$ cat config.mk
export PLATFORM = sky130hd
export DESIGN_NAME = maquina_troco
export DESIGN_NICKNAME = d
export VERILOG_FILES = /design/src/rtl/maquina_troco_pkg.sv /design/src/rtl/maquina_troco_seletor_moeda.sv /design/src/rtl/maquina_troco.sv
export SDC_FILE = /design/constraint.sdc
export NUM_CORES = 1
export LEC_CHECK = 0
export CAP_MARGIN = 20
export CORE_AREA = 2 2 58 60
export DETAILED_ROUTE_END_ITERATION = 6
export DIE_AREA = 0 0 60 62
export DONT_BUFFER_PORTS = 1
export PLACE_DENSITY = 0.79
export SETUP_SLACK_MARGIN = 0.02
export SKIP_CTS_REPAIR_TIMING = 1
export SLEW_MARGIN = 20
export SYNTH_ARGS = -nofsm -noshare
export SYNTH_HDL_FRONTEND = slang
export SYNTH_SLANG_ARGS = --single-unit
$ cat constraint.sdc
create_clock -name CLK -period 3.9 [get_ports CLK]
set_clock_uncertainty 0.2 [all_clocks]
set_input_delay 1.17 -clock CLK [delete_from_list [all_inputs] [get_ports CLK]]
set_output_delay 1.17 -clock CLK [all_outputs]
set_load 0.02 [all_outputs]
$ cat src/rtl/maquina_troco_pkg.sv
// Shared definitions for the coffee machine payment/change datapath.
// Holds the change dispenser state codes (also visible on SAIDA), the
// denomination codes used on DENOM and their face values in R$.
package pacote_cafe;

  // State codes are architectural: they are exported on SAIDA.
  typedef enum logic [2:0] {
    Ocioso    = 3'b000,
    Calcula   = 3'b001,
    Seleciona = 3'b010,
    Ejeta     = 3'b011,
    Solta     = 3'b100,
    Fim       = 3'b101,
    SemTroco  = 3'b110
  } estado_e;

  // Denomination codes as seen by the ejector mechanism.
  typedef enum logic [1:0] {
    DenomNenhuma = 2'b00,
    Denom2       = 2'b01,
    Denom5       = 2'b10,
    Denom1       = 2'b11
  } denom_e;

  localparam int unsigned Valor5 = 5;
  localparam int unsigned Valor2 = 2;
  localparam int unsigned Valor1 = 1;

  // Face value of a denomination code; "none" is worth nothing.
  function automatic int unsigned valor_denom(input denom_e d);
    int unsigned v;
    v = 0;
    case (d)
      Denom5:  v = Valor5;
      Denom2:  v = Valor2;
      Denom1:  v = Valor1;
      default: v = 0;
    endcase
    return v;
  endfunction

endpackage

$ cat src/rtl/maquina_troco_seletor_moeda.sv
// seletor_moeda: purely combinational greedy denomination chooser.
// Picks the largest denomination not exceeding the amount owed among those
// still in stock, in the fixed order R$5, R$2, R$1. No backtracking: a
// choice that later strands the remainder is still taken.
//
// Ports:
//   restante_i  amount still owed (R$)
//   tem5_i      R$5 stock non-zero
//   tem2_i      R$2 stock non-zero
//   tem1_i      R$1 stock non-zero
//   denom_o     chosen denomination code (DenomNenhuma when none)
//   valido_o    a denomination could be chosen
module seletor_moeda
  import pacote_cafe::*;
#(
  parameter int unsigned W = 5
) (
  input  logic [W-1:0] restante_i,
  input  logic         tem5_i,
  input  logic         tem2_i,
  input  logic         tem1_i,
  output denom_e       denom_o,
  output logic         valido_o
);

  always_comb begin
    denom_o  = DenomNenhuma;
    valido_o = 1'b0;
    if ((restante_i >= W'(Valor5)) && tem5_i) begin
      denom_o  = Denom5;
      valido_o = 1'b1;
    end else if ((restante_i >= W'(Valor2)) && tem2_i) begin
      denom_o  = Denom2;
      valido_o = 1'b1;
    end else if ((restante_i >= W'(Valor1)) && tem1_i) begin
      denom_o  = Denom1;
      valido_o = 1'b1;
    end
  end

endmodule

$ cat src/rtl/maquina_troco.sv
// maquina_troco: change/refund dispenser for the coffee machine.
// On INICIA it computes the amount owed (change or full refund), then pays
// it out one item at a time over a level handshake with the ejector, using
// greedy selection against internal per-denomination stock counters.
//
// Ports:
//   CLK        clock, all logic on posedge
//   RST        synchronous active-high reset
//   INICIA     one-cycle start request, honoured only when idle
//   MODO       0: change (CREDITO-PRECO), 1: full refund (CREDITO)
//   CREDITO    amount received, sampled with INICIA
//   PRECO      product price, sampled with INICIA
//   REPOR      restock pulse, honoured only when idle and INICIA low
//   ACK        ejector has taken the item (level)
//   EJETAR     item request valid
//   DENOM      denomination being ejected, stable while EJETAR is high
//   OCUPADO    busy (any state but idle)
//   CONCLUIDO  one-cycle pulse when the transaction is fully paid out
//   FALTA      sticky "could not pay" flag, cleared by next accepted INICIA
//   RESTANTE   amount still owed
//   SAIDA      current state code
module maquina_troco
  import pacote_cafe::*;
#(
  parameter int unsigned W          = 5,
  parameter int unsigned SW         = 4,
  parameter int unsigned STOCK5_INI = 4,
  parameter int unsigned STOCK2_INI = 8,
  parameter int unsigned STOCK1_INI = 8
) (
  input  logic         CLK,
  input  logic         RST,
  input  logic         INICIA,
  input  logic         MODO,
  input  logic [W-1:0] CREDITO,
  input  logic [W-1:0] PRECO,
  input  logic         REPOR,
  input  logic         ACK,
  output logic         EJETAR,
  output logic [1:0]   DENOM,
  output logic         OCUPADO,
  output logic         CONCLUIDO,
  output logic         FALTA,
  output logic [W-1:0] RESTANTE,
  output logic [2:0]   SAIDA
);

  estado_e       state_q, state_d;
  logic [W-1:0]  restante_q, restante_d;
  denom_e        denom_q, denom_d;
  logic          falta_q, falta_d;
  logic [SW-1:0] stock5_q, stock5_d;
  logic [SW-1:0] stock2_q, stock2_d;
  logic [SW-1:0] stock1_q, stock1_d;

  denom_e sel_denom;
  logic   sel_valido;

  seletor_moeda #(
    .W (W)
  ) u_seletor (
    .restante_i (restante_q),
    .tem5_i     (stock5_q != '0),
    .tem2_i     (stock2_q != '0),
    .tem1_i     (stock1_q != '0),
    .denom_o    (sel_denom),
    .valido_o   (sel_valido)
  );

  // Next-state and datapath updates.
  always_comb begin
    state_d    = state_q;
    restante_d = restante_q;
    denom_d    = denom_q;
    falta_d    = falta_q;
    stock5_d   = stock5_q;
    stock2_d   = stock2_q;
    stock1_d   = stock1_q;

    case (state_q)
      Ocioso: begin
        if (INICIA) begin
          falta_d = 1'b0;
          if (!MODO && (PRECO > CREDITO)) begin
            // Customer underpaid: nothing to give back, flag it.
            restante_d = '0;
            state_d    = SemTroco;
          end else begin
            restante_d = MODO ? CREDITO : (CREDITO - PRECO);
            state_d    = Calcula;
          end
        end else if (REPOR) begin
          stock5_d = SW'(STOCK5_INI);
          stock2_d = SW'(STOCK2_INI);
          stock1_d = SW'(STOCK1_INI);
        end
      end

      Calcula: begin
        state_d = (restante_q == '0) ? Fim : Seleciona;
      end

      Seleciona: begin
        if (sel_valido) begin
          denom_d = sel_denom;
          state_d = Ejeta;
        end else begin
          state_d = SemTroco;
        end
      end

      Ejeta: begin
        if (ACK) begin
          // The selector only offers denominations with stock, so the
          // non-zero guards are belt-and-braces saturation at zero.
          unique case (denom_q)
            Denom5:  if (stock5_q != '0) stock5_d = stock5_q - SW'(1);
            Denom2:  if (stock2_q != '0) stock2_d = stock2_q - SW'(1);
            Denom1:  if (stock1_q != '0) stock1_d = stock1_q - SW'(1);
            default: ;
          endcase
          restante_d = restante_q - W'(valor_denom(denom_q));
          state_d    = Solta;
        end
      end

      Solta: begin
        if (!ACK) begin
          state_d = Calcula;
        end
      end

      Fim: begin
        denom_d = DenomNenhuma;
        state_d = Ocioso;
      end

      SemTroco: begin
        // RESTANTE is left holding the unpaid amount for the operator.
        falta_d = 1'b1;
        denom_d = DenomNenhuma;
        state_d = Ocioso;
      end

      default: begin
        state_d = Ocioso;
      end
    endcase
  end

  always_ff @(posedge CLK) begin
    if (RST) begin
      state_q    <= Ocioso;
      restante_q <= '0;
      denom_q    <= DenomNenhuma;
      falta_q    <= 1'b0;
      stock5_q   <= SW'(STOCK5_INI);
      stock2_q   <= SW'(STOCK2_INI);
      stock1_q   <= SW'(STOCK1_INI);
    end else begin
      state_q    <= state_d;
      restante_q <= restante_d;
      denom_q    <= denom_d;
      falta_q    <= falta_d;
      stock5_q   <= stock5_d;
      stock2_q   <= stock2_d;
      stock1_q   <= stock1_d;
    end
  end

  // All outputs decode registered state only.
  always_comb begin
    EJETAR    = (state_q == Ejeta);
    OCUPADO   = (state_q != Ocioso);
    CONCLUIDO = (state_q == Fim);
    FALTA     = falta_q;
    DENOM     = denom_q;
    RESTANTE  = restante_q;
    SAIDA     = state_q;
  end

endmodule

# Word-level counts from Yosys, hierarchy flattened
# Cells that the tools add are included.
dict set report word_totals {
  ff_bits 23
  latch_bits 0
  ram_bits 0
  rom_bits 0
  out_inout_bits 14
  elab_cells 100
  n_memories 0
}
dict set report classes {
  add_sub_neg 5
  n_mul 0
  n_div 0
  order_cmp 4
  eq_ne 21
  shifts 0
  muxes 41
  bitwise_logic 0
  reduce_logical 22
}
# operator count
set op_table {}
lappend op_table {{$mux 4} 13}
lappend op_table {{$mux 5} 6}
lappend op_table {{$pmux 4 s2} 3}
lappend op_table {{$mux 3} 6}
lappend op_table {{$reduce_and 6->1} 3}
lappend op_table {{$pmux 3 s5} 1}
lappend op_table {{$ne 2x1->1 const B} 6}
lappend op_table {{$ne 2x2->1 const B} 6}
lappend op_table {{$reduce_bool 4->1} 3}
lappend op_table {{$sub 4x1->4 const B} 3}
lappend op_table {{$pmux 5 s2} 1}
lappend op_table {{$sub 5x5->5} 2}
lappend op_table {{$eq 3x3->1 const B} 3}
lappend op_table {{$pmux 3 s3} 1}
lappend op_table {{$mux 2} 4}
lappend op_table {{$eq 3x2->1 const B} 2}
lappend op_table {{$reduce_and 3->1} 2}
lappend op_table {{$reduce_bool 2->1} 3}
lappend op_table {{$ge 5x1->1 const B} 1}
lappend op_table {{$ge 5x2->1 const B} 1}
lappend op_table {{$ge 5x3->1 const B} 1}
lappend op_table {{$gt 5x5->1} 1}
lappend op_table {{$logic_not 5->1} 1}
lappend op_table {{$eq 2x2->1 const B} 2}
lappend op_table {{11 further kinds} 18}

# Logic depth before layout (Yosys ltp)
dict set report depth {
  depth_word 7
  ltp_mapped 9
  mapped_depth_nobuf 9
}

# Hierarchy
# Synthesis repeated with hierarchy kept, for this count alone.
dict set report unflattened {
  cells_unflattened 227
  hier_area_um2 1730.4
}
# mod instances cells_per_inst area_per_inst_um2 seq_area_each_um2
set by_module_without_submodules {}
lappend by_module_without_submodules {maquina_troco 1 216 1656.6 460.4}
lappend by_module_without_submodules {seletor_moeda 1 11 73.8 0.0}

# Least setup slack after synthesis
# No wires, ideal clock.
dict set report synth_path {
  path_kind {input to register}
  start {input port CREDITO[0]}
  end {register restante_q[4] (netlist: RESTANTE[4])}
  setup_ns 0.091
  arrival_ns 2.569
  required_time_ns 3.609
  setup_slack_ns 1.040
  path_stages 9
  path_cell_list {inv_1 -> ha_1 -> inv_1 -> fa_1 -> a21o_1 -> a21oi_1 -> xnor2_1 -> o211ai_1 -> a311oi_1}
}
dict set report synth_via {
  elab_chain_cells 5
  word_cells_on_any_way 7
  cone_classes {add/sub: 1; order compare: 1; mux: 4; reduce/logical: 1}
}
# item line
set synth_rtl {}
lappend synth_rtl {{start, declared} maquina_troco.sv:35} ;# input logic [W-1:0] CREDITO,
lappend synth_rtl {{$sub 5x5->5 / $gt 5x5->1 (equally long branches)} {maquina_troco.sv:89, maquina_troco.sv:84}}
lappend synth_rtl {{$mux 5 / $logic_and 1x1->1 (equally long branches)} {maquina_troco.sv:89, maquina_troco.sv:84}}
lappend synth_rtl {{$mux 5 *} maquina_troco.sv:84} ;# if (!MODO && (PRECO > CREDITO)) begin
lappend synth_rtl {{$mux 5 *} maquina_troco.sv:82} ;# if (INICIA) begin
lappend synth_rtl {{$pmux 5 s2 *} maquina_troco.sv:80} ;# case (state_q)
lappend synth_rtl {{end signal, assigned} maquina_troco.sv:162} ;# restante_q <= restante_d;
lappend synth_rtl {{end, declared} maquina_troco.sv:49} ;# logic [W-1:0] restante_q, restante_d;
# Mark *: on every way between the ends. The rest lies on a longest branch, timed or not. The select of a mux whose other input is x is not followed.
# A chain may end at the register's enable or synchronous reset.

# Final worst setup path
dict set report layout_path {
  start {register state_q[1] (netlist: SAIDA[1])}
  end {output port EJETAR}
}
dict set report layout_via {
  elab_chain_cells 1
}
# item line
set layout_rtl {}
lappend layout_rtl {{start, declared} maquina_troco.sv:48} ;# estado_e state_q, state_d;
lappend layout_rtl {{start signal, assigned} maquina_troco.sv:153} ;# state_q <= Ocioso;
lappend layout_rtl {{start signal, assigned} maquina_troco.sv:161} ;# state_q <= state_d;
lappend layout_rtl {{$eq 3x2->1} maquina_troco.sv:173} ;# EJETAR = (state_q == Ejeta);
lappend layout_rtl {{end, declared} maquina_troco.sv:39} ;# output logic EJETAR,
# No other way between the ends.

==> insert_results.sql <==
INSERT INTO impl_metrics (metric_group, metric, value, unit) VALUES
('run_status', 'outcome', 'finished clean', ''),
('floorplan', 'die-height', '62', 'µm'),
('cells_and_area', 'layout.filler_cells', '295', ''),
('cts', 'cts.sinks', '23', ''),
('power', 'p_leak', '0.673', 'nW'),
('power', 'sw_frac_of_total', '48.8', '%'),
('cells_and_area', 'areaGrowthSynthToFinish', '2.93', '%'),
('cts', 'clk_pin_slew', '130', 'ps'),
('placement', 'dpl.hpwl', '2.84', 'mm'),
('power', 'share_comb_of_total_power', '47.8', '%'),
('route', 'drc', '0', ''),
('sta', 'drv_slew', '0', ''),
('grt', 'grt_pass1_vias', '1491', ''),
('sta', 'setup_viol', '0', ''),
('power', 'cell_internal_pwr', '558', 'µW'),
('route', 'vias_per_cell', '5.84', ''),
('floorplan', 'width_of_the_die', '60', 'µm'),
('synth', 'muxShareOfSynthArea', '1.86', '%'),
('cts', 'tritoncts', 'yes', ''),
('floorplan', 'core_area', '3180', 'µm²'),
('route', 'drt_wl_total', '3.80', 'mm'),
('synth', 'synth-compound-area-share', '20.4', '%'),
('worst_setup_path', 'worstPathCellList', 'nand3b_1, buf_4, inv_2', ''),
('floorplan', 'row_count', '21', ''),
('worst_setup_path', 'timing.critical_path.to_type', 'output port', ''),
('power', 'clock_power_share', '10.6', '%'),
('synth', 'warnings_from_yosys', '0', ''),
('sta', 'worstMarginPinSlew', '738', 'ps'),
('sta', 'timing.fmax', '0.323', 'GHz'),
('floorplan', 'design.die.area', '3720', 'µm²'),
('route', 'drt-pass1-iter-count', '4', ''),
('synth', 'number_of_flops_mapped_to_enable_cells_by_yosys', '0', ''),
('synth', 'yosys_register_bits', '23', ''),
('sta', 'timing.setup.tns', '0', 'ps'),
('job', 'drv_cap', '0', ''),
('synth', 'ys_async_rst_share', '0', '%'),
('cts', 'clockBufferDepth', '2', ''),
('cts', 'cts-htree-levels', '1', ''),
('cells_and_area', 'area.sequential', '460', 'µm²'),
('worst_setup_path', 'critPathTopFamily', 'flip-flops', ''),
('worst_setup_path', 'critical-path-max-stage-delay', '820', 'ps'),
('cells_and_area', 'layout_common_cells', 'sky130_fd_sc_hd__nor2_1 (25), sky130_fd_sc_hd__dfxtp_1 (23), sky130_fd_sc_hd__inv_1 (18), sky130_fd_sc_hd__a21oi_1 (18), sky130_fd_sc_hd__nand2_1 (17)', ''),
('grt', 'groute.usage.overall', '22.9', '%'),
('grt', 'grt_pass1_wl', '6.53', 'mm'),
('route', 'initialDrtViolationCount', '152', ''),
('cts', 'clock_tree.root_cell', 'sky130_fd_sc_hd__clkbuf_4', ''),
('synth', 'mappedNetlistNets', '261', ''),
('synth', 'avgSynthCellArea', '7.62', 'µm²'),
('grt', 'grt_antenna_before_repair', '0', ''),
('synth', 'synthSimpleGateAreaFrac', '27.9', '%'),
('synth', 'synth_cell_type_count', '49', ''),
('grt', 'grt_start_max_net_pins', '21', ''),
('worst_setup_path', 'crit_path_slowest_cell', 'sky130_fd_sc_hd__dfxtp_1', ''),
('placement', 'numPortBuffers', '0', ''),
('floorplan', 'start_util', '55.1', '%'),
('route', 'postRouteAntennaNets', '0', ''),
('sta', 'finalCritPeriodShare', '79.3', '%'),
('grt', 'grt_remaining_overflow', '0', ''),
('synth', 'combinational_family_with_the_most_area_after_synthesis', 'simple AND/OR/NAND/NOR gates', ''),
('cells_and_area', 'multi_input_comb_area', '1180', 'µm²'),
('synth', 'synthesis.instances', '230', ''),
('sta', 'rsz0062_at_grt', 'false', ''),
('placement', 'place_congestion', '0.835', ''),
('synth', 'synth_adder_area_share', '11.6', '%'),
('worst_setup_path', 'crit_path_start_kind', 'register', ''),
('cts', 'insertion_delay_of_the_later_clocked_pin_in_the_worst_skew_pair', '320', 'ps'),
('worst_setup_path', 'timing.critical_path.arrival', '1720', 'ps'),
('cells_and_area', 'final_core_density', '56.7', '%'),
('synth', 'synthXorXnorAreaFrac', '5.50', '%'),
('worst_setup_path', 'cp_num_buf_inv', '2', ''),
('worst_hold_path', 'hold_path_class', 'reg -> reg', '');
state kept, by name, summed over array words and instances, names as in the netlist:
register,cells
SAIDA,3
DENOM,2
RESTANTE,5
stock2_q,4
stock5_q,4
stock1_q,4
FALTA,1
power by group through the flow:
stage	sequential [mW]	combinational, mW	clock, mW
2_1_floorplan	0.397	0.480	0
3_3_place_gp	0.457	0.503	0
3_5_place_dp	0.458	0.514	0
4_1_cts	0.452	0.519	0.118
5_1_grt	0.469	0.592	0.129
6_report	0.453	0.520	0.116
cell usage after synthesis (5+ instances only):
cell,instances,area [µm²]
sky130_fd_sc_hd__nor2_1,25,93.8
sky130_fd_sc_hd__dfxtp_1,23,460
sky130_fd_sc_hd__a21oi_1,18,90.1
sky130_fd_sc_hd__inv_1,18,67.6
sky130_fd_sc_hd__nand2_1,17,63.8
sky130_fd_sc_hd__ha_1,13,163
sky130_fd_sc_hd__nor3_1,13,65.1
sky130_fd_sc_hd__o21ai_0,13,65.1
sky130_fd_sc_hd__clkbuf_1,8,30.0
sky130_fd_sc_hd__nand3_1,8,40.0
sky130_fd_sc_hd__xor2_1,6,52.6
sky130_fd_sc_hd__nand2b_1,5,31.3
sky130_fd_sc_hd__xnor2_1,5,43.8
area by class of cell:
| class | count | area share [%] |
|---|---|---|
| Inverter | 19 | 3.96 |
| Timing Repair Buffer | 1 | 0.416 |
| Clock buffer | 3 | 1.25 |
| Multi-Input combinational cell | 179 | 65.4 |
| Clock inverter | 1 | 0.278 |
| Tap cell | 46 | 3.19 |
| Sequential cell | 23 | 25.5 |
logic make-up after synthesis:
kind of cell / after synthesis
and+or+nand+nor: 94
AOI/OAI and AO/OA: 56
buffers and inverters: 28
DFF: 23
adders and majority gates: 15
xor gates and xnor gates: 11
muxes: 3
worst min-delay path: stages, from the launching register on:
cell and delay (ps):
sky130_fd_sc_hd__dfxtp_1 340, sky130_fd_sc_hd__nand2_1 70, sky130_fd_sc_hd__a21oi_2 50
worst paths after layout:
kind,start,endpoint,slack (ps),cells after the start
max,SAIDA[1]$_SDFFE_PP0P_,EJETAR,810,3
min,stock5_q[1]$_SDFFE_PP0P_,stock5_q[1]$_SDFFE_PP0P_,280,2
min reg2reg,stock5_q[1]$_SDFFE_PP0P_,stock5_q[1]$_SDFFE_PP0P_,280,2
max reg2reg,SAIDA[2]$_SDFFE_PP0P_,RESTANTE[4]$_SDFFE_PP0P_,1410,6
layer usage:
layer | up-vias | track usage, % | wire length [µm]
met3 | 5 | 3.73 | 215
met1 | 739 | 30.0 | 1760
met4 | 0 | 7.30 | 46
met2 | 45 | 38.7 | 1780
met5 | - | 0 | 0
li1 | 800 | - | -
metrics by stage:
step | worst slack (ps) | hold WS, ps | std cells | cell area [µm²] | power [mW]
6_report | 808 | 285 | 272 | 1800 | 1.09
5_1_grt | 693 | 303 | 272 | 1800 | 1.19
4_1_cts | 837 | 283 | 272 | 1800 | 1.09
3_5_place_dp | 939 | 263 | 268 | 1780 | 0.972
3_3_place_gp | 989 | 260 | 268 | 1780 | 0.960
2_1_floorplan | 1040 | 252 | 230 | 1750 | 0.877
No activity file was read; power rests on OpenSTA's default activity.
